$ cat src/rtl/ascensor_input_cond.sv
// Input conditioning for the 2-floor elevator controller: sync + debounce of
// call buttons and limit switches, call-request latches and a sticky limit fault.

module ascensor_input_cond_deb #(
  parameter int DEBOUNCE_CYCLES = 16
) (
  input  logic clk,
  input  logic reset,
  input  logic raw,
  output logic deb,
  output logic deb_nxt
);
  localparam int CNT_W = $clog2(DEBOUNCE_CYCLES + 1);
  localparam logic [CNT_W-1:0] CNT_LAST = CNT_W'(DEBOUNCE_CYCLES - 1);

  logic             s1, s2;
  logic [CNT_W-1:0] cnt, cnt_nxt;

  // The flip happens on the edge that would have counted to DEBOUNCE_CYCLES,
  // so the counter saturates at CNT_LAST and can never wrap.
  always_comb begin
    deb_nxt = deb;
    cnt_nxt = '0;
    if (s2 != deb) begin
      if (cnt == CNT_LAST) deb_nxt = ~deb;
      else                 cnt_nxt = cnt + 1'b1;
    end
  end

  always_ff @(posedge clk) begin
    if (reset) begin
      s1  <= 1'b0;
      s2  <= 1'b0;
      cnt <= '0;
      deb <= 1'b0;
    end else begin
      s1  <= raw;
      s2  <= s1;
      cnt <= cnt_nxt;
      deb <= deb_nxt;
    end
  end
endmodule

module ascensor_input_cond #(
  parameter int DEBOUNCE_CYCLES = 16
) (
  input  logic clk,
  input  logic reset,
  input  logic btn_a_raw,
  input  logic btn_b_raw,
  input  logic sw_a_raw,
  input  logic sw_b_raw,
  output logic call_a,
  output logic call_b,
  output logic sw_a,
  output logic sw_b,
  output logic limit_fault
);
  localparam int NUM_CH = 4;
  localparam int CH_BTN_A = 0;
  localparam int CH_BTN_B = 1;
  localparam int CH_SW_A  = 2;
  localparam int CH_SW_B  = 3;

  logic [NUM_CH-1:0] raw_vec, deb_vec, deb_nxt;
  logic              fault_nxt, set_a, set_b, clr_a, clr_b;
  logic              call_a_nxt, call_b_nxt;

  assign raw_vec = {sw_b_raw, sw_a_raw, btn_b_raw, btn_a_raw};

  for (genvar i = 0; i < NUM_CH; i++) begin : g_ch
    ascensor_input_cond_deb #(.DEBOUNCE_CYCLES(DEBOUNCE_CYCLES)) u_deb (
      .clk     (clk),
      .reset   (reset),
      .raw     (raw_vec[i]),
      .deb     (deb_vec[i]),
      .deb_nxt (deb_nxt[i])
    );
  end

  assign sw_a = deb_vec[CH_SW_A];
  assign sw_b = deb_vec[CH_SW_B];

  // Set/clear look at next-state debounced levels so an arrival and a fresh
  // press landing on the same edge resolve in favour of the clear.
  always_comb begin
    fault_nxt  = limit_fault | (deb_nxt[CH_SW_A] & deb_nxt[CH_SW_B]);
    set_a      = ~deb_vec[CH_BTN_A] & deb_nxt[CH_BTN_A];
    set_b      = ~deb_vec[CH_BTN_B] & deb_nxt[CH_BTN_B];
    clr_a      = deb_nxt[CH_SW_A] | fault_nxt;
    clr_b      = deb_nxt[CH_SW_B] | fault_nxt;
    call_a_nxt = clr_a ? 1'b0 : (set_a | call_a);
    call_b_nxt = clr_b ? 1'b0 : (set_b | call_b);
  end

  always_ff @(posedge clk) begin
    if (reset) begin
      call_a      <= 1'b0;
      call_b      <= 1'b0;
      limit_fault <= 1'b0;
    end else begin
      call_a      <= call_a_nxt;
      call_b      <= call_b_nxt;
      limit_fault <= fault_nxt;
    end
  end
endmodule

$ cat config.mk
export PLATFORM = sky130hd
export DESIGN_NAME = ascensor_input_cond
export DESIGN_NICKNAME = d
export VERILOG_FILES = /design/src/rtl/ascensor_input_cond.sv
export SDC_FILE = /design/constraint.sdc
export NUM_CORES = 1
export LEC_CHECK = 0
export CORE_AREA = 3 3 55 57
export CTS_CLUSTER_SIZE = 14
export DETAILED_ROUTE_END_ITERATION = 8
export DIE_AREA = 0 0 58 60
export PLACE_DENSITY = 0.68
export SYNTH_ARGS = -nofsm -noshare
export SYNTH_HDL_FRONTEND = slang
export SYNTH_SLANG_ARGS = --single-unit
$ cat constraint.sdc
create_clock -name clk -period 3.1 [get_ports clk]
set_clock_uncertainty 0.15 [all_clocks]
set_input_delay 0.62 -clock clk [delete_from_list [all_inputs] [get_ports clk]]
set_output_delay 0.62 -clock clk [all_outputs]
set_load 0.01 [all_outputs]
==> reports/qor.yml <==
run_status:
  outcome: "complete, no violations"
floorplanning:
  rows: 18
  die_x_um: 58
  io_pins: 11
  coreArea_sq_um: 2522
  fp.dieH_um: 60
  die_area_sq_um: 3480
  initial_core_util_pct: 49.95
critical_path:
  crit_chain: "clkdlybuf4s50_1"
  cp_slowest_cell: "clkdlybuf4s50_1"
  start_kind: "flip-flop"
  end_kind: "output pin"
  cp_max_fo: 4
  crit_buf_inv: 1
  worstPathArrival_ns: 1.33
  worstPathRequired_ns: 2.33
  critPathMaxStageDelay_ns: 0.57
  crit_family: "buffers and inverters"
  crit_type: "reg -> out"
drt:
  wl_per_cell_um: 10.80
  dr_total_vias: 796
  wl_mm: 1.814
  vias_per_cell: 4.738
  first_iter_violations: 9
  ant_nets: 0
  drtPass1Iterations: 3
  drc: 0
timing:
  tightest_slew_ns: 0.5248
  fin_tns_setup_ns: 0
  slew_headroom_pct: 64.90
  fmax_mhz: 475.2
  final_period_minus_worst_setup_slack_ns: 2.104
  rsz0062_at_grt: "false"
  timing.final.hold_violations: 0
  hold_slack_ns: 0.2980
  finalSetupViolations: 0
  finalMaxSlewViolations: 0
  min_period_over_period_pct: 67.88
final_layout:
  seq_area_sq_um: 700.7
  antenna_cells: 0
  multi_input_area_sq_um: 516.7
  layout.nets: 151
  final_area_sq_um: 1505
  area_growth_pct: 19.46
  fin_cells: 168
  fillers: 212
  drive_gt1_share_pct: 10.87
yosys:
  yosysTopAreaCellShare_pct: 55.61
  ys_seq_elements: 35
  netlist_area_sq_um: 1260
  syn_nets: 134
  async_reset_ff_share_pct: 0
  synth_seq_area_share_pct: 55.61
  postSynthCellCount: 120
  synth_edf_count: 0
  synthTopCellsByArea: "dfxtp_1, ha_1, nor2_1"
  yosysMostFrequentCell: "dfxtp_1"
  synth_area_per_cell_sq_um: 10.50
  synth-main-ff-cell: "dfxtp_1"
  synthTopCellsByCount: "dfxtp_1, nor2_1, inv_1, nor2b_1"
  synth_top_area_cell: "dfxtp_1"
  ys_types: 16
  yosysWarnings: 0
cts:
  cts_setup_buffers: 0
  clock_latency_ns: 0.34
  cts-resized-gates: 0
  cts.path.max_buffers: 2
  cts_tree: "done"
  cts-root-buf: "clkbuf_4"
  cts.sink_count: 35
  cts_inserted_buffers: 5
  hold_buffers: 0
  cts.clk_slew.worst_paths_ns: 0.11
  htreeDepth: 2
place:
  gp_congestion: 0.7056
  dp_cells: 160
  place_hpwl_mm: 1.344
  io_buffers: 10
  place_area_sq_um: 1400
power:
  p_leak_nw: 0.5756
  power_density_nw_per_um2: 587.6
  ir_drop_mv: 0.5471
  power.total_mw: 0.8845
global_route:
  gr-total-overflow: 0
  grt_use_total_pct: 13.26
  grt_antenna_before_repair: 0
  grt_max_degree: 16
  grt_pass1_wl_mm: 3.305
  grt_pass1_vias: 817
hold_path:
  hold_path.class: "reg -> reg"
run:
  maxCapViolCount: 0
-- cells in the final DEF, fill, tap and decap left out --
cell type,count
dfxtp_1,35
clkinvlp_4,1
nor2_1,23
a31oi_1,2
clkdlybuf4s50_1,10
inv_1,10
clkbuf_4,5
a21oi_1,1
buf_4,1
xnor2_1,8
nor4_1,2
mux2_2,2
xor2_1,4
nor2b_1,10
mux2i_1,2
ha_1,8
and3_1,4
bufinv_16,2
nand3_1,4
or3_4,4
-- through the flow --
step / setup slack (ns) / util, %
3_5_place_dp: 0.9435 / 55.51
3_3_place_gp: 0.9843 / 55.51
4_1_cts: 0.9903 / 59.67
6_report: 0.9958 / 59.67
2_1_floorplan: 1.498 / -
5_1_grt: 0.9245 / 59.67
-- layout make-up --
cell class | count | area share [%]
Clock buffer | 5 | 2.494
Clock inverter | 3 | 4.489
Inverter | 10 | 2.494
Sequential cell | 35 | 46.55
Tap cell | 30 | 2.494
Multi-Input combinational cell | 74 | 34.33
Timing Repair Buffer | 11 | 7.149
-- registers in the layout, summed over array words and instances, names as in the netlist --
| register | flops |
|---|---|
| g_ch.u_deb.s2 | 4 |
| g_ch.u_deb.cnt | 20 |
| call_a | 1 |
| limit_fault | 1 |
| g_ch.u_deb.deb | 4 |
| call_b | 1 |
| g_ch.u_deb.s1 | 4 |
-- metal layers --
layer	global-route usage (%)	part of all wire (%)	wire [um]	up-vias
met5	0	0	0	-
met4	5.960	1.8	32	0
met3	7.775	6.0	108	5
met2	19.68	45	813	14
met1	15.42	47	860	357
li1	-	-	-	420
-- path summary, 6_finish.rpt --
| check | from | to | slack (ns) | cells after the start |
|---|---|---|---|---|
| worst max-delay path | limit_fault | limit_fault | 1.0 | 1 |
| worst min-delay path | g_ch[0].u_deb.s1 | g_ch[0].u_deb.s2 | 0.30 | 1 |
| worst max register to register | g_ch[2].u_deb.cnt[0] | call_a | 1.37 | 5 |
| worst min register to register | g_ch[0].u_deb.s1 | g_ch[0].u_deb.s2 | 0.30 | 1 |
-- kinds of logic after synthesis --
logic type | synth area share, %
flip-flops | 55.61
XOR/XNOR | 8.342
AND/OR/NAND/NOR | 19.96
AO/OA/AOI/OAI | 1.390
multiplexers | 3.376
adder cells (fa/ha/maj) | 7.945
buffers and inverters | 3.376
-- power breakdown --
part	total (mW)	switching [mW]	internal, mW
clock network	0.404	0.153	0.251
logic	0.0212	0.00857	0.0126
registers	0.459	0.00333	0.456
total	0.885	0.165	0.719
No activity file was read; power rests on OpenSTA's default activity.
